## config.mk

```make
export PLATFORM = sky130hd
export DESIGN_NAME = input_snapshot_flat
export DESIGN_NICKNAME = d
export VERILOG_FILES = /design/src/rtl/input_snapshot_if.sv /design/src/rtl/input_snapshot.sv /design/src/flat_wrapper.sv
export SDC_FILE = /design/constraint.sdc
export NUM_CORES = 2
export LEC_CHECK = 0
export ABC_AREA = 1
export CORE_UTILIZATION = 59
export CTS_BUF_LIST = sky130_fd_sc_hd__clkbuf_4 sky130_fd_sc_hd__clkbuf_8
export DETAILED_ROUTE_END_ITERATION = 10
export PLACE_DENSITY = 0.86
export SYNTH_ARGS = -nofsm -noshare
export SYNTH_HDL_FRONTEND = slang
export SYNTH_SLANG_ARGS = --single-unit
```

## constraint.sdc

```tcl
create_clock -name clk_sys -period 4.74 [get_ports clk_sys]
set_input_delay 0.948 -clock clk_sys [delete_from_list [all_inputs] [get_ports clk_sys]]
set_output_delay 0.948 -clock clk_sys [all_outputs]
set_load 0.01 [all_outputs]
```

## src/rtl/input_snapshot_if.sv

```systemverilog
// CPU read port of input_snapshot: address and read strobe in, registered data and interrupt out.
interface input_snapshot_if;
    logic [7:0] cpu_addr;
    logic       cpu_rd;
    logic [7:0] cpu_dout;
    logic       irq;

    modport master (output cpu_addr, output cpu_rd, input cpu_dout, input irq);
    modport slave  (input cpu_addr, input cpu_rd, output cpu_dout, output irq);
endinterface

```

## src/rtl/input_snapshot.sv

```systemverilog
// Per-frame snapshot of player inputs with spinner accumulation, joystick change events
// queued in a small FIFO, and a byte-wide CPU read port.
module input_snapshot #(
    parameter int unsigned CHANNELS   = 6,
    parameter int unsigned JOY_W      = 32,
    parameter int unsigned FIFO_DEPTH = 16
) (
    input  logic                      clk_sys,
    input  logic                      reset_n,
    input  logic [CHANNELS*JOY_W-1:0] joystick,
    input  logic [CHANNELS*16-1:0]    analog,
    input  logic [CHANNELS*8-1:0]     paddle,
    input  logic [CHANNELS*16-1:0]    spinner,
    input  logic                      vblank,
    input_snapshot_if.slave           bus
);
    localparam int unsigned CH_W  = 3;
    localparam int unsigned PTR_W = $clog2(FIFO_DEPTH);
    localparam int unsigned CNT_W = PTR_W + 1;
    localparam logic [CH_W-1:0] LAST_CH = CH_W'(CHANNELS - 1);

    typedef enum logic [1:0] {
        IDLE = 2'd0,
        SNAP = 2'd1,
        SCAN = 2'd2
    } state_e;

    state_e          state_q, state_d;
    logic [CH_W-1:0] scan_idx_q, scan_idx_d;
    logic            vblank_q;
    logic            vb_edge_c;
    logic            snap_en_c;
    logic            scan_push_c;
    logic            overrun_set_c;

    logic [CHANNELS-1:0]            spin_tog_q, spin_tog_c;
    logic [CHANNELS-1:0][15:0]      spin_acc_q, spin_acc_d;
    logic [CHANNELS-1:0][JOY_W-1:0] snap_joy_q, prev_joy_q;
    logic [CHANNELS-1:0][15:0]      snap_ana_q, snap_spin_q;
    logic [CHANNELS-1:0][7:0]       snap_pad_q;
    logic [7:0]                     frame_q;

    logic [CH_W-1:0]  fifo_mem_q [FIFO_DEPTH];
    logic [PTR_W-1:0] wr_ptr_q, rd_ptr_q;
    logic [CNT_W-1:0] count_q, count_d;
    logic             fifo_empty_c, fifo_full_c;
    logic             pop_c, push_ok_c, ovf_set_c, stat_rd_c;
    logic             overflow_q, overflow_d, overrun_q, overrun_d;

    logic [7:0]      rd_data_c;
    logic [3:0]      count_sat_c;
    logic [3:0]      ch_sel_c;
    logic [CH_W-1:0] ch_idx_c;
    logic [31:0]     joy_word_c;
    logic [7:0]      dout_q;
    logic            irq_q;
    logic            unused_spin_c;

    assign vb_edge_c     = vblank & ~vblank_q;
    assign unused_spin_c = ^spinner;

    // Spinner accumulators: a flipped update toggle adds the sign-extended delta.
    always_comb begin
        spin_tog_c = '0;
        spin_acc_d = spin_acc_q;
        for (int unsigned ch = 0; ch < CHANNELS; ch++) begin
            spin_tog_c[ch] = spinner[ch*16+8];
            if (spinner[ch*16+8] != spin_tog_q[ch]) begin
                spin_acc_d[ch] = spin_acc_q[ch] + {{8{spinner[ch*16+7]}}, spinner[ch*16 +: 8]};
            end
        end
    end

    always_ff @(posedge clk_sys) begin
        if (!reset_n) begin
            state_q    <= IDLE;
            scan_idx_q <= '0;
        end else begin
            state_q    <= state_d;
            scan_idx_q <= scan_idx_d;
        end
    end

    // Next-state: one snapshot cycle, then one channel compared per cycle.
    always_comb begin
        state_d       = state_q;
        scan_idx_d    = scan_idx_q;
        snap_en_c     = 1'b0;
        scan_push_c   = 1'b0;
        overrun_set_c = 1'b0;
        case (state_q)
            IDLE: begin
                if (vb_edge_c) state_d = SNAP;
            end
            SNAP: begin
                snap_en_c     = 1'b1;
                overrun_set_c = vb_edge_c;
                scan_idx_d    = '0;
                state_d       = SCAN;
            end
            SCAN: begin
                overrun_set_c = vb_edge_c;
                scan_push_c   = snap_joy_q[scan_idx_q] != prev_joy_q[scan_idx_q];
                if (scan_idx_q == LAST_CH) begin
                    state_d = IDLE;
                end else begin
                    scan_idx_d = scan_idx_q + CH_W'(1);
                end
            end
            default: state_d = IDLE;
        endcase
    end

    // A full FIFO still accepts a push when the same cycle pops the head.
    always_comb begin
        fifo_empty_c = (count_q == '0);
        fifo_full_c  = (count_q == CNT_W'(FIFO_DEPTH));
        stat_rd_c    = bus.cpu_rd && (bus.cpu_addr == 8'h00);
        pop_c        = bus.cpu_rd && (bus.cpu_addr == 8'h01) && !fifo_empty_c;
        push_ok_c    = scan_push_c && (!fifo_full_c || pop_c);
        ovf_set_c    = scan_push_c && !push_ok_c;
        count_d      = count_q;
        if (push_ok_c && !pop_c) count_d = count_q + CNT_W'(1);
        if (pop_c && !push_ok_c) count_d = count_q - CNT_W'(1);
        overflow_d   = ovf_set_c | (overflow_q & ~stat_rd_c);
        overrun_d    = overrun_set_c | (overrun_q & ~stat_rd_c);
    end

    always_ff @(posedge clk_sys) begin
        if (push_ok_c) fifo_mem_q[wr_ptr_q] <= scan_idx_q;
    end

    // Read mux; channel blocks start at 0x10 with a 16-byte stride.
    assign ch_sel_c = bus.cpu_addr[7:4] - 4'd1;
    assign ch_idx_c = ch_sel_c[CH_W-1:0];

    always_comb begin
        rd_data_c   = 8'h00;
        joy_word_c  = '0;
        count_sat_c = (32'(count_q) > 32'd15) ? 4'hF : 4'(count_q);
        case (bus.cpu_addr)
            8'h00: rd_data_c = {overflow_q, overrun_q, fifo_empty_c, 1'b0, count_sat_c};
            8'h01: rd_data_c = fifo_empty_c ? 8'hFF
                                            : {{(8-CH_W){1'b0}}, fifo_mem_q[rd_ptr_q]};
            8'h02: rd_data_c = frame_q;
            default: begin
                if ((bus.cpu_addr[7:4] != 4'd0) && (32'(ch_sel_c) < CHANNELS)) begin
                    joy_word_c = 32'(snap_joy_q[ch_idx_c]);
                    case (bus.cpu_addr[3:0])
                        4'd0, 4'd1, 4'd2, 4'd3:
                               rd_data_c = joy_word_c[{bus.cpu_addr[1:0], 3'b000} +: 8];
                        4'd4:  rd_data_c = snap_ana_q[ch_idx_c][7:0];
                        4'd5:  rd_data_c = snap_ana_q[ch_idx_c][15:8];
                        4'd6:  rd_data_c = snap_pad_q[ch_idx_c];
                        4'd7:  rd_data_c = snap_spin_q[ch_idx_c][7:0];
                        4'd8:  rd_data_c = snap_spin_q[ch_idx_c][15:8];
                        default: rd_data_c = 8'h00;
                    endcase
                end
            end
        endcase
    end

    // Toggle and vblank history track the inputs through reset so no false update follows it.
    always_ff @(posedge clk_sys) begin
        spin_tog_q <= spin_tog_c;
        vblank_q   <= vblank;
    end

    always_ff @(posedge clk_sys) begin
        if (!reset_n) begin
            spin_acc_q  <= '0;
            snap_joy_q  <= '0;
            prev_joy_q  <= '0;
            snap_ana_q  <= '0;
            snap_pad_q  <= '0;
            snap_spin_q <= '0;
            frame_q     <= 8'h00;
            wr_ptr_q    <= '0;
            rd_ptr_q    <= '0;
            count_q     <= '0;
            overflow_q  <= 1'b0;
            overrun_q   <= 1'b0;
            dout_q      <= 8'h00;
            irq_q       <= 1'b0;
        end else begin
            spin_acc_q <= spin_acc_d;
            if (snap_en_c) begin
                snap_joy_q  <= joystick;
                prev_joy_q  <= snap_joy_q;
                snap_ana_q  <= analog;
                snap_pad_q  <= paddle;
                snap_spin_q <= spin_acc_q;
                frame_q     <= frame_q + 8'd1;
            end
            if (push_ok_c) wr_ptr_q <= wr_ptr_q + PTR_W'(1);
            if (pop_c)     rd_ptr_q <= rd_ptr_q + PTR_W'(1);
            count_q    <= count_d;
            overflow_q <= overflow_d;
            overrun_q  <= overrun_d;
            if (bus.cpu_rd) dout_q <= rd_data_c;
            irq_q      <= (count_d != '0);
        end
    end

    assign bus.cpu_dout = dout_q;
    assign bus.irq      = irq_q;
endmodule

```

## src/flat_wrapper.sv

```systemverilog
// flat-port wrapper written by rule: the top's interface ports become plain ports
module input_snapshot_flat 
#(
    parameter int unsigned CHANNELS   = 6,
    parameter int unsigned JOY_W      = 32,
    parameter int unsigned FIFO_DEPTH = 16
)
  (clk_sys, reset_n, joystick, analog, paddle, spinner, vblank, bus_cpu_addr, bus_cpu_rd, bus_cpu_dout, bus_irq);
  input_snapshot_if bus_i ();
  input  logic clk_sys;
  input  logic reset_n;
  input  logic [CHANNELS*JOY_W-1:0] joystick;
  input  logic [CHANNELS*16-1:0] analog;
  input  logic [CHANNELS*8-1:0] paddle;
  input  logic [CHANNELS*16-1:0] spinner;
  input  logic vblank;
  input wire logic [$bits(bus_i.cpu_addr)-1:0] bus_cpu_addr;
  input wire logic [$bits(bus_i.cpu_rd)-1:0] bus_cpu_rd;
  output wire logic [$bits(bus_i.cpu_dout)-1:0] bus_cpu_dout;
  output wire logic [$bits(bus_i.irq)-1:0] bus_irq;
  assign bus_i.cpu_addr = bus_cpu_addr;
  assign bus_i.cpu_rd = bus_cpu_rd;
  assign bus_cpu_dout = bus_i.cpu_dout;
  assign bus_irq = bus_i.irq;
  input_snapshot #(.CHANNELS(CHANNELS), .JOY_W(JOY_W), .FIFO_DEPTH(FIFO_DEPTH)) u_core (.clk_sys(clk_sys), .reset_n(reset_n), .joystick(joystick), .analog(analog), .paddle(paddle), .spinner(spinner), .vblank(vblank), .bus(bus_i));
endmodule
```

==> key figures <==
Routing
  – Avg WL per Cell: approximately 19 microns
  – Routed vias/inst: ~6
  – DRC viols: 0
  – Vias: approximately 41000
  – Antenna Nets Post-Route: 0
  – Routed wire length: 133000 microns
  – First drt pass iteration count: 7
  – Detailed Route Iter0 Violations: between 5000 and 6000

Cells and area
  – NumNets Final: 6544
  – Layout Cells excl Fill: roughly 7000
  – Share of layout cells above drive strength 1: roughly 5.6%
  – Area Growth Syn to Fin: 18.3%
  – Utilization after layout: 70.9%

Global route
  – Initial antenna violation count: 11
  – Met1 Track Usage GR: 44.9%
  – Most crowded layer after global routing: met2
  – Largest net degree at the start of global routing: 255
  – Gr usage total: between 30 and 40%
  – GR met2 Demand/Resource: between 50 and 60%
  – Gr ovfl total: 0
  – Vias in the first global route: about 38000
  – First-pass GRT wire length: approximately 200000 microns
  – Routing usage on met3: about 7.9%

Power
  – Switching pwr: ~11 mW
  – Leak: approximately 21 nW
  – Sequential share of power: roughly 38%
  – Comb power frac: 37.3%
  – Clock share of power: roughly a quarter
  – Switching Share: between 40% and 50%
  – Pwr Density: approximately 560 nW/um^2
  – Cell-internal power: between 15 and 20 mW
  – Peak VDD IR: slightly below 0.0006 V

Worst setup path
  – CP peak stage delay: just under 600 ps
  – CP endpoint kind: register
  – Worst endpoint data arrival time: roughly 4400 ps
  – Worst Path Max Fanout: 60
  – CP Launch Type: register
  – Worst EP required: about 5400 ps
  – Worst path cell trace: buf_4, o21ai_0, o21ai_0, nand2_1, o21ai_0, nand2_1, nand2_1, nand2_1, nor2_1, nand2_1, nor2_1, nand2_1, nand2_1, nand2_2, nand2_1, nor2_1, nor2_1, nand3_1, nor2_1, nor2_1
  – CP max-delay cell: buf_4
  – CP Class: register to register
  – Cell mode on critical path: nand2_1

Logic synthesis
  – Cell variety after synth: 50
  – Synth top area cells: dfxtp_1 (38%), o21ai_0 (14%), a21oi_1 (8.3%), nor2_1 (8.0%), nand2_1 (7.3%)
  – Mapped cell area: around 40000 sq um
  – Synth Flop Type: dfxtp_1
  – Async set-reset flop share out of synthesis: 0%
  – Mapped Nets: roughly 6300
  – Area leader, netlist: dfxtp_1
  – Most common library cells after synthesis: o21ai_0 (1089), nor2_1 (861), nand2_1 (789), dfxtp_1 (768), a21oi_1 (670)
  – Syn avg cell area: 7.01 sq um
  – Post-synthesis sequential area ratio: between 40% and 50%
  – Most common cell in the netlist: o21ai_0
  – EDFF count, synth: 48
  – Post-synth top area share: 38.1%
  – Seq cells post-synth: slightly above 800
  – Synth Warn #: 0
  – Post-Synthesis Cells: 5760

Clock network
  – Worst-skew pair later-pin latency: slightly above 800 ps
  – CTS Hold Bufs: 0
  – Post_cts resized: 0
  – CTS sink count: 816
  – Worst-case clock buffer depth: 3
  – Inserted Clock Buffers: 136
  – H-tree lvl count: 4
  – CTS tree: built
  – Root buffer cell: clkbuf_8
  – Worst-path clk slew: 60 ps
  – Post-CTS Setup Inserts: 0

Timing
  – Min Tclk post-route: around 3700 ps
  – Final Max Tran Viols: 0
  – Slew HR: between 20 and 30%
  – RSZ-0062 raised after global routing: false
  – Total negative slack: 0 ps
  – Finish-stage setup viols: 0
  – Fmax: about 270 MHz
  – Slew @ Worst Pin: 1050 ps
  – Final worst slack: about 1000 ps
  – Layout Skew: between 40 and 50 ps
  – Post-route clock period utilization: 79.0%
  – Fin Hold WS: between 400 and 500 ps
  – Final Hold Viols: 0

Die
  – CORE AREA: between 60000 and 70000 sq um
  – Total die area: 69500 sq um
  – Initial Util: about three fifths
  – Num rows: 95
  – Die height: 264 microns
  – Die Wd: 264 microns
  – I/O pin count: ~450

Placed design
  – Number of instances in the placed design: 6723
  – Final HPWL DP: about 91000 microns
  – Placer's final routability congestion estimate: about 0.98
  – Buffers on Ports: 410
  – Pre-CTS setup slack: ~560 ps

Worst hold path
  – Hold Crit Class: register to register

Outcome
  – Status: finished, final reports clean

Run
  – Max Cap Violations: 0
[state kept, by name, indices dropped and copies added (netlist names), 2 cells and up, named ones only]
name                 cells
u_core.prev_joy_q      192
u_core.snap_joy_q      192
u_core.snap_ana_q       96
u_core.snap_spin_q      96
u_core.spin_acc_q       96
u_core.fifo_mem_q       48
u_core.snap_pad_q       48
u_core.bus.cpu_dout      8
u_core.frame_q           8
u_core.spin_tog_q        6
u_core.count_q           5
u_core.rd_ptr_q          4
u_core.wr_ptr_q          4
u_core.scan_idx_q        3
u_core.state_q           2
[power groups by stage]
stage	registers (mW)	logic (mW)	clock network, mW
floorplan	9.84	6.83	0
global placement	10.1	9.30	0
detailed placement	10.2	9.59	0
CTS	10.1	9.70	6.63
global route	10.3	11.0	6.95
finish	10.2	9.96	6.60
[final timing paths]
kind / slack, ps / startpoint / end / cells past startpoint
max reg2reg: 1000 / u_core.scan_idx_q[0] / u_core.bus.irq / 20
min reg2reg: 470 / u_core.snap_joy_q[189] / u_core.prev_joy_q[189] / 2
min: 470 / u_core.snap_joy_q[189] / u_core.prev_joy_q[189] / 2
max: 1000 / u_core.scan_idx_q[0] / u_core.bus.irq / 20
[kinds of logic after synthesis]
| group | share of synthesized area [%] |
|---|---|
| multiplexers | 1.19 |
| XOR/XNOR | 1.58 |
| AO/OA/AOI/OAI | 25.4 |
| buffers and inverters | 8.52 |
| adder cells (fa/ha/maj) | 3.58 |
| flip-flops | 41.7 |
| AND/OR/NAND/NOR | 18.0 |
[layout make-up]
type	count	area, sq um
clock buffer	222	2800
inverter	502	1900
clock inverter	18	114
timing repair buffer	483	4880
fill	5257	19600
tap	873	1090
multi-input combinational	4049	20100
sequential	816	16800
antenna	5	12.5
[cells in the final DEF, fill, tap and decap left out, types with 22 or more instances in the layout]
cell | netlist | final
clkdlybuf4s50_1 | 0 | 408
clkbuf_8 | 0 | 181
o21bai_1 | 61 | 61
dfxtp_1 | 768 | 766
buf_4 | 2 | 55
o22ai_1 | 41 | 41
xor2_1 | 56 | 56
mux2i_1 | 48 | 48
nand3_1 | 158 | 158
nor2_1 | 861 | 861
edfxtp_1 | 48 | 48
inv_1 | 493 | 491
clkbuf_4 | 0 | 41
o21ai_1 | 22 | 22
ha_1 | 106 | 104
o21ai_0 | 1089 | 1089
a21oi_1 | 670 | 670
nand2_1 | 789 | 789
[stage by stage]
| step | power [mW] | cell area, sq um |
|---|---|---|
| floorplan | 16.7 | 40400 |
| CTS | 26.4 | 47700 |
| detailed placement | 19.8 | 44800 |
| global route | 28.3 | 47800 |
| global placement | 19.4 | 44800 |
| finish | 26.7 | 47800 |
[worst max-delay path: cells and delay by family (launching register included)]
kind                   cells  cell delay [ps]
AO/OA/AOI/OAI              3              700
buffers and inverters      1              590
AND/OR/NAND/NOR           16             1690
flip-flops                 1              510
[per-layer routing]
metal  wire length [microns]  up-vias
met1                   49900    18900
met2                   58900     2279
met5                      67        -
met3                   12900      486
met4                   10900       12
li1                        -    19600
Note: power is estimated with default switching activity, not from simulation.
